`src/rtl/hazard_unit.sv`:
```
// Pipeline hazard control: load-use bubbles, memory-busy freeze, and branch flush.
// Define HAZARD_PERF_CNT_EN to build the load-use bubble and freeze-cycle counters.
module hazard_unit #(
    parameter int ADDR_W       = 5,
    parameter int STALL_CYCLES = 1,
    parameter int CNT_W        = 32
) (
    input  logic              clk_i,
    input  logic              rst_i,
    input  logic [ADDR_W-1:0] rs1_addr_i,
    input  logic [ADDR_W-1:0] rs2_addr_i,
    input  logic              rs1_used_i,
    input  logic              rs2_used_i,
    input  logic              ex_memread_i,
    input  logic [ADDR_W-1:0] ex_rd_addr_i,
    input  logic              mem_busy_i,
    input  logic              branch_taken_i,
    output logic              pc_write_o,
    output logic              stall_o,
    output logic              noop_o,
    output logic              flush_o,
    output logic              freeze_o,
    output logic [CNT_W-1:0]  lu_cnt_o,
    output logic [CNT_W-1:0]  frz_cnt_o
);

    localparam logic [2:0] REM_INIT = 3'(STALL_CYCLES - 1);

    typedef enum logic [1:0] {
        IDLE     = 2'd0,
        LU_STALL = 2'd1,
        MEM_WAIT = 2'd2
    } state_t;

    state_t     state_reg, state_next;
    logic [2:0] rem_reg, rem_next;

    logic [ADDR_W-1:0] rs_addr [2];
    logic [1:0]        rs_used;
    logic [1:0]        src_match;
    logic              hit;
    logic              lu_active;

    assign rs_addr[0] = rs1_addr_i;
    assign rs_addr[1] = rs2_addr_i;
    assign rs_used    = {rs2_used_i, rs1_used_i};

    genvar gi;
    generate
        for (gi = 0; gi < 2; gi++) begin : g_src
            assign src_match[gi] = rs_used[gi] && (rs_addr[gi] == ex_rd_addr_i);
        end
    endgenerate

    assign hit = ex_memread_i && (ex_rd_addr_i != '0) && (|src_match);

    // A freeze that interrupted a bubble sequence resumes it with the remaining count.
    assign lu_active = (state_reg == LU_STALL) || ((state_reg == MEM_WAIT) && (rem_reg != 3'd0));

    always_comb begin
        pc_write_o = 1'b1;
        stall_o    = 1'b0;
        noop_o     = 1'b0;
        flush_o    = 1'b0;
        freeze_o   = 1'b0;
        state_next = state_reg;
        rem_next   = rem_reg;

        if (rst_i) begin
            state_next = IDLE;
            rem_next   = 3'd0;
        end else if (mem_busy_i) begin
            pc_write_o = 1'b0;
            stall_o    = 1'b1;
            freeze_o   = 1'b1;
            state_next = MEM_WAIT;
        end else if (lu_active) begin
            pc_write_o = 1'b0;
            stall_o    = 1'b1;
            noop_o     = 1'b1;
            rem_next   = (rem_reg == 3'd0) ? 3'd0 : rem_reg - 3'd1;
            state_next = (rem_reg <= 3'd1) ? IDLE : LU_STALL;
        end else begin
            state_next = IDLE;
            if (hit) begin
                pc_write_o = 1'b0;
                stall_o    = 1'b1;
                noop_o     = 1'b1;
                if (STALL_CYCLES > 1) begin
                    state_next = LU_STALL;
                    rem_next   = REM_INIT;
                end
            end else if (branch_taken_i) begin
                flush_o = 1'b1;
            end
        end
    end

    always_ff @(posedge clk_i) begin
        if (rst_i) begin
            state_reg <= IDLE;
            rem_reg   <= 3'd0;
        end else begin
            state_reg <= state_next;
            rem_reg   <= rem_next;
        end
    end

`ifdef HAZARD_PERF_CNT_EN
    logic [CNT_W-1:0] lu_cnt_reg, frz_cnt_reg;

    always_ff @(posedge clk_i) begin
        if (rst_i) begin
            lu_cnt_reg  <= '0;
            frz_cnt_reg <= '0;
        end else begin
            if (noop_o) begin
                lu_cnt_reg <= lu_cnt_reg + 1'b1;
            end
            if (freeze_o) begin
                frz_cnt_reg <= frz_cnt_reg + 1'b1;
            end
        end
    end

    assign lu_cnt_o  = lu_cnt_reg;
    assign frz_cnt_o = frz_cnt_reg;
`else
    assign lu_cnt_o  = '0;
    assign frz_cnt_o = '0;
`endif

endmodule

```
`config.mk`:
```
export PLATFORM = sky130hd
export DESIGN_NAME = hazard_unit
export DESIGN_NICKNAME = d
export VERILOG_FILES = /design/src/rtl/hazard_unit.sv
export SDC_FILE = /design/constraint.sdc
export NUM_CORES = 1
export LEC_CHECK = 0
export CAP_MARGIN = 25
export CORE_ASPECT_RATIO = 1.25
export CORE_UTILIZATION = 32
export CTS_CLUSTER_DIAMETER = 200
export CTS_CLUSTER_SIZE = 12
export DETAILED_ROUTE_END_ITERATION = 8
export PLACE_DENSITY = 0.87
export SLEW_MARGIN = 10
export SYNTH_ARGS = -nofsm -noshare
export SYNTH_HDL_FRONTEND = slang
export SYNTH_SLANG_ARGS = --single-unit
```
`constraint.sdc`:
```
create_clock -name clk_i -period 4.3 [get_ports clk_i]
set_input_delay 0.86 -clock clk_i [delete_from_list [all_inputs] [get_ports clk_i]]
set_output_delay 0.86 -clock clk_i [all_outputs]
set_load 0.05 [all_outputs]
```
* Word-level counts from Yosys, hierarchy flattened
Index checks and enable logic that the tools add are counted.
Operators by class: eq/ne operators 4, bitwise logic cells 2, $lt $le $gt $ge 1, add/sub/neg operators 1, mux-type cells 21, reduce and logical (&&, ||, !) cells 12
Operator list (count):
- 2-to-1 mux 1 bit | 19
- == test 5 bit | 2
- logical AND 1 bit | 5
- nonzero test 5 bit | 1
- less-or-equal comparator 3 x 1 -> 1 bit (second input constant) | 1
- logical NOT 3 bit | 1
- 2-to-1 mux 3 bit | 1
- nonzero test 3 bit | 1
- OR reduction 3 bit | 1
- subtractor 3 x 1 -> 3 bit (second input constant) | 1
- == test 2 x 1 -> 1 bit (second input constant) | 1
- == test 2 bit (second input constant) | 1
- 2-to-1 mux 2 bit | 1
- inverter 1 bit | 2
- AND reduction 2 bit | 1
- OR reduction 2 bit | 1
- logical OR 1 bit | 1
Storage, ports and cells: bits of input ports 22, bits in registers 5, output and inout port bits 69

* Logic depth before layout (Yosys ltp)
depth after elaboration 8, mapped depth 4, gate-level depth less buffers 4

* Least setup slack after synthesis
No wires, ideal clock.
path type in2out, start point in ex_rd_addr_i[3], end point out stall_o, data required time 3.440 ns, stages 4, arrival time 2.784 ns, path buffers 0, setup slack 0.656 ns, path through xor2_1 nor4_1 a32oi_1 a311oi_1
On the way: longest elaborated chain between the ends 8, elaborated cells between the ends (all ways) 12, those cells by class eq/ne: 2; mux: 4; reduce/logical: 6
RTL lines:
- start: declaration | line 15 | input logic [ADDR_W-1:0] ex_rd_addr_i,
- == test 5 bit | line 51 | assign src_match[gi] = rs_used[gi] && (rs_addr[gi] == ex_rd_addr_i);
- logical AND 1 bit | line 51
- OR reduction 2 bit | line 55 | assign hit = ex_memread_i && (ex_rd_addr_i != '0) && (|src_match);
- logical AND 1 bit (*) | line 55
- 2-to-1 mux 1 bit (*) | line 85 | if (hit) begin
- 2-to-1 mux 1 bit (*) | line 77 | end else if (lu_active) begin
- 2-to-1 mux 1 bit (*) | line 72 | end else if (mem_busy_i) begin
- 2-to-1 mux 1 bit (*) | line 69 | if (rst_i) begin
- end: declaration | line 19 | output logic stall_o,
Every way passes the cells marked *; elsewhere a longest branch is shown, timed or not.

* Final worst setup path
start point in ex_rd_addr_i[0], end point out noop_o
On the way: longest elaborated chain between the ends 8, elaborated cells between the ends (all ways) 12, those cells by class eq/ne: 2; mux: 4; reduce/logical: 6
RTL lines:
- == test 5 bit | line 51
- logical AND 1 bit | line 51
- OR reduction 2 bit | line 55
- logical AND 1 bit (*) | line 55
- 2-to-1 mux 1 bit (*) | line 85
- 2-to-1 mux 1 bit (*) | line 77
- 2-to-1 mux 1 bit (*) | line 72
- 2-to-1 mux 1 bit (*) | line 69
- end: declaration | line 20 | output logic noop_o,
Marks and branches as above.

==> results.toml <==
[setup_path]
most_prevalent_standard_cell_on_the_critical_path = "sky130_fd_sc_hd__clkdlybuf4s50_1"
critPathLaunchType = "input port"
cp_max_fo = 4
crit_slowest_cell = "sky130_fd_sc_hd__clkdlybuf4s50_1"
cp.arrival_ns = 3.09
path_cells = "clkdlybuf4s50_1 -> xor2_1 -> nor4_1 -> a32oi_1 -> o21ai_0 -> clkdlybuf4s50_1"
crit_type = "in2out"
r2r_slack_ns = 2.84
category_of_the_worst_setup_path_capture_point = "output pin"
worst_ep_required_time_ns = 3.44
critical-path-max-stage-delay_ns = 0.83

[synth]
synth_compound_area_frac = 0.119
post_synth_main_area_contributors = "sky130_fd_sc_hd__buf_4, sky130_fd_sc_hd__dfxtp_1, sky130_fd_sc_hd__xor2_1"
synth.area.mux_share = 0
number_of_flops_mapped_to_enable_cells_by_yosys = 0
main_combinational_cell_family_by_area_after_synthesis = "buffers and inverters"
fraction_of_the_mapped_netlist_area_in_adder_cells = 0
synth_simple_gate_area_frac = 0.119
yosysUniqueCellTypes = 28
asyncSetResetFlopFracSynth = 0
synth.top_cell.area_share = 0.536
post-synth-top-area-cell = "sky130_fd_sc_hd__buf_4"
synth-seq-area-share = 0.112
synth-xor-area-share = 0.0978
yosys_warnings = 0
syn-instance-count = 115
syn-cell-area_sq_um = 896
ys_dominant_reg_cell = "sky130_fd_sc_hd__dfxtp_1"
syn_avg_cell_area_sq_um = 7.79
post_synthesis_sequential_element_count = 5

[finish]
n_fill_cell = 289
drive_above_1_share = 0.0629
multi_input_area_sq_um = 541
final_cell_mix = "sky130_fd_sc_hd__conb_1, sky130_fd_sc_hd__clkdlybuf4s50_1, sky130_fd_sc_hd__xor2_1, sky130_fd_sc_hd__dfxtp_1, sky130_fd_sc_hd__nor2_1"
nets = 166
area.growth.synth_to_final_pct = 8.24
most_common_cell_after_layout_fill_and_taps_aside = "sky130_fd_sc_hd__conb_1"
largest_register_ffs = 3
regArea_sq_um = 100
antenna_cells = 0

[floorplanning]
die_w_microns = 49.3
design.core.area_sq_um = 2680
rows = 21
floorplan.die_area_sq_um = 3020
die_h_microns = 61.2
design.portCount = 91
starting_utilization_of_the_core_area = 0.334

[cts]
clkLatencyLatePin_ns = 0.24
cts_max_level = 1
ctsRootBufferMaster = "sky130_fd_sc_hd__clkbuf_4"
post-cts-setup-buffer-count = 0
cts_hold_buf = 0
cts_max_path_buffers = 2
postCtsResizedCells = 0
worst_setup_hold_path_clk_slew_ns = 0.04
tritoncts = "built"
cts.sink_count = 5
cts_made_buffers = 3

[global_routing]
globalRoute.totalOverflow = 0
grt_pass1_wl_mm = 1.92
maximum_number_of_pins_on_one_net_before_global_route_repair = 9
total_routing_resource_utilization_after_global_routing = 0.0888
first_global_vias = 512
antenna_found_initial = 0

[route]
drcViolationCount = 0
route.final.wire_length_mm = 1.41
drt-pass1-iter-count = 4
post_dr_wirelength_cell_microns = 7.94
via_count = 667
ant_nets = 0
detail_route.vias_per_cell = 3.77
first_iter_violations = 29

[timing]
worstMarginPinSlew_ns = 0.505
hold_viol_final = 0
post-route-period-util = 0.919
clock-skew-final_ns = 0.000661
maxSlewHeadroom = 0.662
setup_viol_count_final = 0
timing.final.crit_period_ns = 3.95
setup-tns-final_ns = 0
timing.final.max_slew_violations = 0
final_critical_path_setup_slack_ns = 0.347
rsz_0062_raised_after_global_routing = "no"
maxClockFrequency_ghz = 0.253

[job]
max_cap_viol_count = 0

[placed_design]
routabilityCongestion = 0.659
buffer_ports.inserted = 26
dpl.hpwl_mm = 1.26
detailedPlace.worstSlack_ns = 0.349

[power_and_ir_drop]
p_leak_nw = 0.474
irDropWorstVdd_uv = 137
totalPowerFinal_mw = 0.273
power.density_cell_area_nw_per_um2 = 281

[run_status]
outcome = "finished clean"

[hold_path]
worst_hold_path_type = "reg2reg"
==> logic make-up (layout without fill, tap and decap cells) <==
| logic type | Yosys count | count (layout) |
|---|---|---|
| buf+inv | 67 | 32 |
| xor+xnor | 10 | 10 |
| other cells | 1 | 64 |
| simple gates | 18 | 18 |
| compound gates | 14 | 14 |
| flops | 5 | 5 |
==> where the power goes <==
group / switching [mW] / internal (mW) / leakage (nW) / total, mW
clock network: 0.0188 / 0.0350 / 0.0150 / 0.0538
registers: 0.000181 / 0.0471 / 0.0405 / 0.0472
logic: 0.144 / 0.0274 / 0.418 / 0.172
==> routing by layer <==
| layer | part of all wire | global-route usage | routed length (microns) | vias to the layer above |
|---|---|---|---|---|
| li1 | - | - | - | 311 |
| met1 | 0.32 | 0.0723 | 445 | 296 |
| met2 | 0.57 | 0.170 | 800 | 55 |
| met3 | 0.087 | 0.0148 | 122 | 5 |
| met4 | 0.026 | 0.109 | 37 | 0 |
| met5 | 0 | 0 | 0 | - |
==> worst paths after layout <==
check | cells past startpoint | endpoint | from
max | 6 | noop_o | ex_rd_addr_i[0]
min | 1 | rem_reg[2]$_SDFFE_PP0P_ | rem_reg[2]$_SDFFE_PP0P_
max reg2reg | 4 | rem_reg[0]$_SDFFE_PP0P_ | rem_reg[0]$_SDFFE_PP0P_
min reg2reg | 1 | rem_reg[2]$_SDFFE_PP0P_ | rem_reg[2]$_SDFFE_PP0P_
==> synth_stat cells (all sizes together), types with 2 or more instances <==
master and instances:
or4 2, buf 64, nand2 3, nor4 3, xnor2 2, nor2b 2
inv 2, o21ai 3, nor2 4, a21oi 2, dfxtp 5, xor2 8
==> per-stage QoR <==
stage | utilization | cell area (sq um) | hold WS (ns) | instances
5_1_grt | 0.362 | 970 | 0.497 | 177
3_3_place_gp | 0.352 | 943 | 0.465 | 173
6_report | 0.362 | 970 | 0.474 | 177
4_1_cts | 0.362 | 970 | 0.477 | 177
3_5_place_dp | 0.352 | 943 | 0.471 | 173
2_1_floorplan | - | 1130 | 0.448 | 178
==> layout make-up <==
cell class	count	share of cell area
multi-input cells	106	0.557
clock buffers	4	0.0271
repair buffers	26	0.261
inverters	2	0.00774
well taps	34	0.0439
flip-flops and latches	5	0.103
==> critical path, delay by kind of cell <==
family                 cells  cell delay [ns]
XOR/XNOR                   1             0.19
AO/OA/AOI/OAI              2             0.43
buffers and inverters      2             1.32
AND/OR/NAND/NOR            1             0.28
Power figures use the tool's default switching activity.
